File: src/rtl/read_stage_rr_arbiter_pipe.sv
// Round-robin arbiter over NUM_IN VRF read-stage requesters feeding a 2-entry registered output buffer.
// Optional `define READ_STAGE_ARB_PERF_EN adds the saturating perf_conflict_count output.
module read_stage_rr_arbiter_pipe #(
    parameter int NUM_IN   = 4,
    parameter int VS_W     = 5,
    parameter int OFFSET_W = 2,
    parameter int GROUP_W  = 4,
    parameter int SRC_W    = 4,
    parameter int INST_W   = 3,
    localparam int ID_W    = (NUM_IN > 1) ? $clog2(NUM_IN) : 1
) (
    input  logic                         clock,
    input  logic                         reset,
    input  logic [NUM_IN-1:0]            in_valid,
    output logic [NUM_IN-1:0]            in_ready,
    input  logic [NUM_IN*VS_W-1:0]       in_vs,
    input  logic [NUM_IN*OFFSET_W-1:0]   in_offset,
    input  logic [NUM_IN*GROUP_W-1:0]    in_group_index,
    input  logic [NUM_IN*SRC_W-1:0]      in_read_source,
    input  logic [NUM_IN*INST_W-1:0]     in_instruction_index,
    output logic                         out_valid,
    input  logic                         out_ready,
    output logic [VS_W-1:0]              out_vs,
    output logic [OFFSET_W-1:0]          out_offset,
    output logic [GROUP_W-1:0]           out_group_index,
    output logic [SRC_W-1:0]             out_read_source,
    output logic [INST_W-1:0]            out_instruction_index,
    output logic [ID_W-1:0]              out_grant_id
`ifdef READ_STAGE_ARB_PERF_EN
    ,
    output logic [15:0]                  perf_conflict_count
`endif
);

    // Handshake: a transfer happens on a rising edge where valid && ready; valid never waits on
    // ready, and a producer holds its payload stable while valid is high and ready is low.

    logic [ID_W-1:0]     ptr;
    logic [ID_W-1:0]     grant_id;
    logic                grant_found;
    logic [NUM_IN-1:0]   grant_onehot;
    logic [1:0]          count;
    logic                rd_idx;
    logic                wr_idx;
    logic                enq;
    logic                deq;

    logic [VS_W-1:0]     buf_vs   [2];
    logic [OFFSET_W-1:0] buf_off  [2];
    logic [GROUP_W-1:0]  buf_grp  [2];
    logic [SRC_W-1:0]    buf_src  [2];
    logic [INST_W-1:0]   buf_inst [2];
    logic [ID_W-1:0]     buf_id   [2];

    always_comb begin
        int idx;
        idx          = 0;
        grant_id     = '0;
        grant_found  = 1'b0;
        grant_onehot = '0;
        for (int k = 0; k < NUM_IN; k++) begin
            idx = int'(ptr) + k;
            if (idx >= NUM_IN) idx = idx - NUM_IN;
            if (!grant_found && in_valid[idx]) begin
                grant_found       = 1'b1;
                grant_id          = ID_W'(idx);
                grant_onehot[idx] = 1'b1;
            end
        end
    end

    // A full buffer refuses input even when it drains this cycle; the slot frees next cycle.
    assign in_ready  = grant_onehot & {NUM_IN{count != 2'd2}};
    assign enq       = |(in_valid & in_ready);
    assign out_valid = (count != 2'd0);
    assign deq       = out_valid && out_ready;
    assign wr_idx    = rd_idx ^ count[0];

    assign out_vs                = buf_vs[rd_idx];
    assign out_offset            = buf_off[rd_idx];
    assign out_group_index       = buf_grp[rd_idx];
    assign out_read_source       = buf_src[rd_idx];
    assign out_instruction_index = buf_inst[rd_idx];
    assign out_grant_id          = buf_id[rd_idx];

    always_ff @(posedge clock or negedge reset) begin
        if (!reset) begin
            ptr    <= '0;
            count  <= 2'd0;
            rd_idx <= 1'b0;
            for (int e = 0; e < 2; e++) begin
                buf_vs[e]   <= '0;
                buf_off[e]  <= '0;
                buf_grp[e]  <= '0;
                buf_src[e]  <= '0;
                buf_inst[e] <= '0;
                buf_id[e]   <= '0;
            end
        end else begin
            if (enq) begin
                buf_vs[wr_idx]   <= in_vs[grant_id*VS_W +: VS_W];
                buf_off[wr_idx]  <= in_offset[grant_id*OFFSET_W +: OFFSET_W];
                buf_grp[wr_idx]  <= in_group_index[grant_id*GROUP_W +: GROUP_W];
                buf_src[wr_idx]  <= in_read_source[grant_id*SRC_W +: SRC_W];
                buf_inst[wr_idx] <= in_instruction_index[grant_id*INST_W +: INST_W];
                buf_id[wr_idx]   <= grant_id;
                if (grant_id == ID_W'(NUM_IN - 1)) ptr <= '0;
                else                               ptr <= grant_id + 1'b1;
            end
            if (deq) rd_idx <= ~rd_idx;
            case ({enq, deq})
                2'b10:   count <= count + 2'd1;
                2'b01:   count <= count - 2'd1;
                default: count <= count;
            endcase
        end
    end

`ifdef READ_STAGE_ARB_PERF_EN
    int n_valid;

    always_comb begin
        n_valid = 0;
        for (int i = 0; i < NUM_IN; i++) begin
            if (in_valid[i]) n_valid++;
        end
    end

    always_ff @(posedge clock or negedge reset) begin
        if (!reset) begin
            perf_conflict_count <= 16'd0;
        end else if (enq && (n_valid >= 2) && (perf_conflict_count != 16'hFFFF)) begin
            perf_conflict_count <= perf_conflict_count + 16'd1;
        end
    end
`endif

endmodule

File: config.mk
export PLATFORM = sky130hd
export DESIGN_NAME = read_stage_rr_arbiter_pipe
export DESIGN_NICKNAME = d
export VERILOG_FILES = /design/src/rtl/read_stage_rr_arbiter_pipe.sv
export SDC_FILE = /design/constraint.sdc
export NUM_CORES = 1
export LEC_CHECK = 0
export CORE_UTILIZATION = 41
export CTS_BUF_LIST = sky130_fd_sc_hd__clkbuf_8 sky130_fd_sc_hd__clkbuf_16
export CTS_CLUSTER_SIZE = 10
export DETAILED_ROUTE_END_ITERATION = 10
export GPL_TIMING_DRIVEN = 0
export PLACE_DENSITY = 0.69
export SETUP_SLACK_MARGIN = 0.02
export SYNTH_ARGS = -nofsm -noshare
export SYNTH_HDL_FRONTEND = slang
export SYNTH_SLANG_ARGS = --single-unit
File: constraint.sdc
create_clock -name clock -period 4.6 [get_ports clock]
set_input_delay 0.46 -clock clock [delete_from_list [all_inputs] [get_ports clock]]
set_output_delay 0.46 -clock clock [all_outputs]
set_load 0.005 [all_outputs]
==> summary.md, run 1 <==
| Metric | Value |
|---|---|
| Die height | 93.9 um |
| Top cell type's share of synthesized area | 0.325 |
| Cells after synthesis | 292 |
| Synth Area per Inst | 11.9 um2 |
| Hold Crit Class | input port to async pin |
| Worst slew pin tran | 0.746 ns |
| Pwr Total | 3.96 mW |
| Worst clock skew | 0.00370 ns |
| Post-Synth Simple-Gate Area | 0.0762 |
| Register area | 0.00113 mm2 |
| Mux share of post-synthesis cell area | 0.425 |
| First-pass GRT wire length | 13.1 mm |
| Post-synth EDFFs | 0 |
| XOR/XNOR share of the synthesized area | 0.0177 |
| Multi-input gate area | 0.00218 mm2 |
| I/O pins | 104 |
| Max VDD drop | 0.380 mV |
| Area delta synth->final | 36.8% |
| Post-layout min period | 4.06 ns |
| Number of gates resized after CTS | 0 |
| Die X | 93.9 um |
| Period Utilization, post-route | 0.882 |
| CTS root buf | clkbuf_8 |
| Clock slew at reported path FFs | 0.08 ns |
| R2R setup slack | 0.86 ns |
| Vias in the first global route | 2,685 |
| Sw Ratio | 0.384 |
| Top cells by count, synth | mux2i_1, dfrtp_1, mux2_4 |
| Pwr Density | 835 mW/mm2 |
| Setup-failing EPs final | 0 |
| Max Fclk | 0.246 GHz |
| Setup_tns | 0 ns |
| Die area | 0.00882 mm2 |
| Critical-path maximum fanout | 10 |
| Max transition margin | 0.503 |
| Initial DRT Pass Iterations | 4 |
| Sequential fraction of the synthesis area | 0.325 |
| Switching power total | 1.52 mW |
| Gate power share | 0.751 |
| Nets@finish | 488 |
| Clock buffer depth | 2 |
| GR Overflow Total | 0 |
| Worst reg2reg path depth | 12 |
| RSZ-0062 raised after global routing | no |
| Slew Limit Fails | 0 |
| Complex-gate fraction of the synthesized area | 0.0913 |
| FILL cells | 722 |
| Met2 wire length | 3.94 mm |
| Routed wire length | 8.09 mm |
| DP HPWL | 6.10 mm |
| Required time worst endpoint | 4.14 ns |
| Largest area contributor in the netlist | dfrtp_1 |
| Run status | completed |
| Distinct cells, synth | 52 |
| CTS H-tree depth | 2 |
| # DRC | 0 |
| Int Power | 2.44 mW |
| Share of layout cells above drive strength 1 | 0.235 |
| Slowest stage delay, CP | 0.59 ns |
| CP startpoint | ptr[1] |
| Post-Syn Nets | 376 |
| Synthesized area | 0.00347 mm2 |
| Overall via count from detail_route | 2,719 |
| Met1 wire length | 3.60 mm |
| Async S/R FF share, synth | 1.00 |
| Largest family of logic cells by synthesized area | multiplexers |
| Ys flop type | dfrtp_1 |
| Vias per inst | 5.33 |
| Initial Utilization | 0.422 |
| Yosys reg bits | 45 |
| Diodes inserted | 0 |
| CTS Buf Count | 5 |
| Most common cell in the synthesized netlist | mux2i_1 |
| Initial DRC Count | 67 |
| Critical Path End | in_ready[3] |
| Reg2reg start | ptr[1] |
| Post-Synth Adder-Cell Area | 0.0181 |
| Ys Warns | 0 |
| WS Path Type | register to output pin |
| Critical path cell sequence | clkbuf_1 -> inv_1 -> ha_1 -> mux4_2 -> nand3b_1 -> a211oi_2 -> nor3_1 -> a21oi_1 -> clkdlybuf4s50_1 |
| Hold Vio Cnt, Final | 0 |
| Worst Hold Slack | 0.489 ns |
| Critical Path AT | 3.60 ns |
| Worst path slowest cell | mux4_2 |
| PortBufs | 103 |
| Antenna violations before repair | 0 |
| GR Util All Layers | 0.191 |
| Clock share of power | 0.061 |
| Max-Cap Viols | 0 |
| Number of clock sinks | 45 |
| Seq pwr share | 0.188 |
| CP endpoint kind | output pin |
| Worst Setup Start Kind | register |
| Gpl congestion | 0.822 |
| Reg-to-reg critical path endpoint | count[1] |
| Row cnt | 33 |
| Clk_lat worst skew | 0.30 ns |
| Core box area | 0.00822 mm2 |
| Synth area leaders | dfrtp_1, mux2i_1, mux2_4, mux2_2, buf_6 |
| WL/cell | 15.9 um |
| LEAKAGE | 2.09 nW |
| CTS tree | yes |
| Largest net degree at the start of global routing | 43 |
| Max Used Layer | met4 |
| Routed wl met3 | 468 um |
| ANT nets after route | 0 |
cell usage in the layout, fill, tap and decap left out, types with 2 or more instances in the layout:
master,netlist,final
nand2_1,13,13
nand2b_1,5,5
mux2_2,22,22
nor2_1,7,7
mux4_2,2,2
ha_1,5,5
or2b_1,2,2
xnor2_1,3,3
nand3b_1,2,2
clkbuf_1,7,7
o211ai_1,2,2
nor3_1,3,3
o22ai_1,2,2
a31oi_2,2,2
buf_6,6,6
buf_4,2,2
clkbuf_8,0,5
nand3_1,2,2
inv_1,5,5
o21ai_0,3,3
dfrtp_1,45,45
xor2_1,4,4
mux2i_1,61,61
and3b_1,2,2
clkinv_2,0,2
buf_2,6,7
mux2_4,38,38
a22oi_1,4,4
and2_1,3,3
a21oi_1,5,5
a221oi_1,2,2
clkdlybuf4s50_1,0,102
nor2b_1,5,5
power groups by stage:
stage	Combinational, mW	Clock, mW	Sequential (mW)
floorplan	2.19	0	0.706
global placement	2.94	0	0.735
detailed placement	3.00	0	0.743
CTS	3.01	0.248	0.741
global route	3.21	0.264	0.767
finish	2.97	0.243	0.742
repair_timing:
action,in CTS,in global routing
endpoints found under the setup margin,0,0
setup buffers,0,0
hold endpoints to repair,3,0
hold buffers,1,0
worst max-delay path: cells and delay by family (launching register included):
family | cells | cell delay [ns]
compound gates | 2 | 0.46
fa+ha+maj | 1 | 0.39
buf+inv | 3 | 1.10
flops | 1 | 0.46
mux | 1 | 0.59
simple gates | 2 | 0.30
worst min path at each step:
stage / from / slack (ns) / end / depth (start not counted)
2_1_floorplan: reset / 0.16 / async pin / 0
3_3_place_gp: buf_src[3] / 0.49 / buf_src[3] / 1
3_5_place_dp: reset / 0.28 / buf_off[1] / 1
4_1_cts: reset / 0.48 / buf_off[1] / 2
5_1_grt: reset / 0.49 / buf_off[1] / 2
6_report: reset / 0.49 / buf_off[1] / 2
flip-flops by register name, indices dropped and copies added, names as in the netlist, named ones only:
signal and cells:
buf_grp 8, buf_id 4, buf_inst 6, buf_off 4, buf_src 8, buf_vs 10, count 2, ptr 1
rd_idx 1
per-layer routing:
layer  track usage  vias to the layer above
met3        0.0502                        5
li1              -                     1289
met2         0.314                       83
met5             0                        -
met1         0.252                     1342
met4        0.0385                        0
metrics by stage:
step           std cells  setup WS, ns   util  cell area [um2]
2_1_floorplan        292          1.38      -             3470
3_3_place_gp         500         0.921  0.563             4630
3_5_place_dp         501         0.885  0.565             4640
4_1_cts              510         0.534  0.577             4740
5_1_grt              510         0.295  0.577             4740
6_report             510         0.541  0.577             4740
cell type report:
| class | instances | area share |
|---|---|---|
| Sequential cell | 45 | 0.238 |
| Inverter | 5 | 0.00396 |
| Clock buffer | 5 | 0.0145 |
| Clock inverter | 3 | 0.00370 |
| Tap cell | 105 | 0.0277 |
| Timing Repair Buffer | 105 | 0.223 |
| Buffer | 22 | 0.0301 |
| Multi-Input combinational cell | 220 | 0.460 |
kinds of logic (layout without fill, tap and decap cells):
kind of cell / Yosys count / count (layout)
compound gates: 36 / 36
xor+xnor: 7 / 7
fa+ha+maj: 5 / 5
buf+inv: 27 / 140
flops: 45 / 45
mux: 123 / 123
simple gates: 49 / 49
Note: power is estimated with default switching activity, not from simulation.
==> run 2, diff against run 1 <==
--- a/config.mk
+++ b/config.mk
@@ -6,4 +6,5 @@
 export NUM_CORES = 1
 export LEC_CHECK = 0
+export CORE_MARGIN = 2
 export CORE_UTILIZATION = 41
 export CTS_BUF_LIST = sky130_fd_sc_hd__clkbuf_8 sky130_fd_sc_hd__clkbuf_16
==> constraint.sdc (replaced) <==
create_clock -name clock -period 4.6 [get_ports clock]
set_input_delay 0.69 -clock clock [delete_from_list [all_inputs] [get_ports clock]]
set_output_delay 0.69 -clock clock [all_outputs]
set_load 0.005 [all_outputs]
==> run 2 against run 1 <==
  * Setup slack got worse by 0.24 ns
  * Sequential share of layout area decreased by 0.19 points
  * Routed wire length increased by 1.6%
  * Highest routed layer unchanged
  * Combinational power about the same
  * Final cell count decreased by 0.20%
  * Global-route usage decreased by 1.0 points
  * Critical path type unchanged
  * Sequential power about the same
  * Clock power increased by 46%
  * Register-to-register slack about the same
  * Die area increased by 4.3%
  * Clock-buffer cell count unchanged
  * First-iteration DRC count increased by 55%
==> summary.md, run 2 (synthesis gave the netlist of run 1 again) <==
| Metric | Value |
|---|---|
| CTS tree | yes |
| CTS H-tree depth | 2 (unchanged) |
| Critical-path maximum fanout | 10 (unchanged) |
| Count of placed standard cells including taps | 501 (unchanged) |
| Antenna violations before repair | 0 (unchanged) |
| Die height | 95.9 um (+2.1%) |
| CTS Buf Count | 5 (unchanged) |
| Die area | 0.00920 mm2 (+4.3%) |
| ANT nets after route | 0 (unchanged) |
| Required time worst endpoint | 3.91 ns (-0.23 ns) |
| Worst slew pin tran | 0.768 ns (+0.0226 ns) |
| Initial Utilization | 0.422 (unchanged) |
| Vias per inst | 5.29 (-0.72%) |
| Max transition margin | 0.488 (-0.0151) |
| Critical Path AT | 3.61 ns (about the same) |
| Slew Limit Fails | 0 (unchanged) |
| # DRC | 0 (unchanged) |
| Commonest non-fill, non-tap cell in the layout | clkdlybuf4s50_1 |
| WL/cell | 16.1 um (+1.8%) |
| Reg-to-reg critical path endpoint | count[1] |
| Biggest regs | buf_vs: 10 flops, buf_grp: 8 flops, buf_src: 8 flops |
| WS Path Type | register to output pin |
| Setup-failing EPs final | 0 (unchanged) |
| Gpl congestion | 0.867 (+5.5%) |
| PortBufs | 103 (unchanged) |
| Setup_tns | 0 ns (unchanged) |
| Row cnt | 33 (unchanged) |
| CTS root buf | clkbuf_8 |
| LEAKAGE | 2.11 nW (+0.96%) |
| Largest net degree at the start of global routing | 34 (-21%) |
| Hold Crit Class | input port to async pin |
| Non-filler instance count after layout | 509 (-0.20%) |
| Period Utilization, post-route | 0.934 (+0.0519) |
| First-pass GRT wire length | 13.0 mm (-1.1%) |
| Post-layout min period | 4.30 ns (+0.239 ns) |
| Vias in the first global route | 2,709 (+0.89%) |
| Run status | completed |
| GR Util All Layers | 0.181 (-0.0102) |
| Core Util, Final | 0.581 (+0.00457) |
| Max reg flops | 10 (unchanged) |
| Area delta synth->final | 37.8% |
| CP endpoint kind | output pin |
| Diodes inserted | 0 (unchanged) |
| Max VDD drop | 0.366 mV (-3.5%) |
| Clock slew at reported path FFs | 0.09 ns (about the same) |
| Die X | 95.9 um (+2.1%) |
| Initial DRT Pass Iterations | 4 (unchanged) |
| Most frequent cells in the layout | clkdlybuf4s50_1, mux2i_1, dfrtp_1 |
| Hold Vio Cnt, Final | 0 (unchanged) |
| DP HPWL | 6.21 mm (+1.7%) |
| Max-Cap Viols | 0 (unchanged) |
| Pwr Density | 851 mW/mm2 (+1.9%) |
| Clock buffer depth | 2 (unchanged) |
| Post-CTS repair timing setup buffer count | 0 (unchanged) |
| Pwr Total | 4.06 mW (+2.7%) |
| Number of gates resized after CTS | 0 (unchanged) |
| Overall via count from detail_route | 2,694 (-0.92%) |
| FILL cells | 705 (-2.4%) |
| Worst reg2reg path depth | 12 (unchanged) |
| Reg2reg start | ptr[1] |
| Share of layout cells above drive strength 1 | 0.235 (+0.000581) |
| Clk_lat worst skew | 0.30 ns (about the same) |
| Initial DRC Count | 104 (+55%) |
| Worst Setup Start Kind | register |
| Worst clock skew | 0.0105 ns (+0.00681 ns) |
| Nets@finish | 487 (-0.20%) |
| RSZ-0062 raised after global routing | no |
| R2R setup slack | 0.85 ns (about the same) |
| Post-CTS Hold Buffers | 0 (-1) |
| Max Fclk | 0.233 GHz (-5.6%) |
| Final Instance Area | 0.00478 mm2 (+0.79%) |
| GR Overflow Total | 0 (unchanged) |
| I/O pins | 104 (unchanged) |
| Number of clock sinks | 45 (unchanged) |
| DP Area | 0.00464 mm2 (unchanged) |
| Most flop-heavy register | buf_vs |
| Core box area | 0.00822 mm2 (unchanged) |
| Routed wire length | 8.22 mm (+1.6%) |
## run 2: layer usage
| metal | vias up | global-route usage | wire (um) |
|---|---|---|---|
| li1 | 1290 | - | - |
| met1 | 1305 | 0.240 | 3640 |
| met2 | 94 | 0.297 | 3920 |
| met3 | 5 | 0.0517 | 603 |
| met4 | 0 | 0.0357 | 51 |
| met5 | - | 0 | 0 |
## run 2: report_power, final
part	internal (mW)	switching (mW)	total (mW)
Sequential	0.624	0.117	0.742
Clock	0.216	0.139	0.355
Combinational	1.71	1.26	2.97
## run 2: worst max path at each step
stage	endpoint	slack (ns)	startpoint
6_report	in_ready[3]	0.30	ptr[1]
5_1_grt	in_ready[3]	0.1	ptr[1]
4_1_cts	in_ready[3]	0.32	ptr[1]
3_5_place_dp	in_ready[3]	0.67	ptr[1]
3_3_place_gp	in_ready[3]	0.69	ptr[1]
2_1_floorplan	count[1]	1.38	ptr[1]
## run 2: critical path, stage by stage (launching register included)
cell	delay (ns)
dfrtp_1	0.47
clkbuf_1	0.38
inv_1	0.24
ha_1	0.39
mux4_2	0.58
nand3b_1	0.20
a211oi_2	0.31
nor3_1	0.09
a21oi_1	0.14
clkdlybuf4s50_1	0.51
## run 2: area by class of cell
class,instances,area (um2),share of cell area
Timing Repair Buffer,104,1050,0.219
Inverter,5,18.8,0.00393
Sequential cell,45,1130,0.236
Multi-Input combinational cell,220,2180,0.456
Clock buffer,5,68.8,0.0144
Clock inverter,3,65.1,0.0136
Buffer,22,143,0.0299
Tap cell,105,131,0.0275
## run 2: through the flow
step,hold slack [ns],setup WS (ns)
2_1_floorplan,0.394,1.38
3_3_place_gp,0.490,0.695
3_5_place_dp,0.489,0.670
4_1_cts,0.280,0.322
5_1_grt,0.282,0.0950
6_report,0.275,0.303
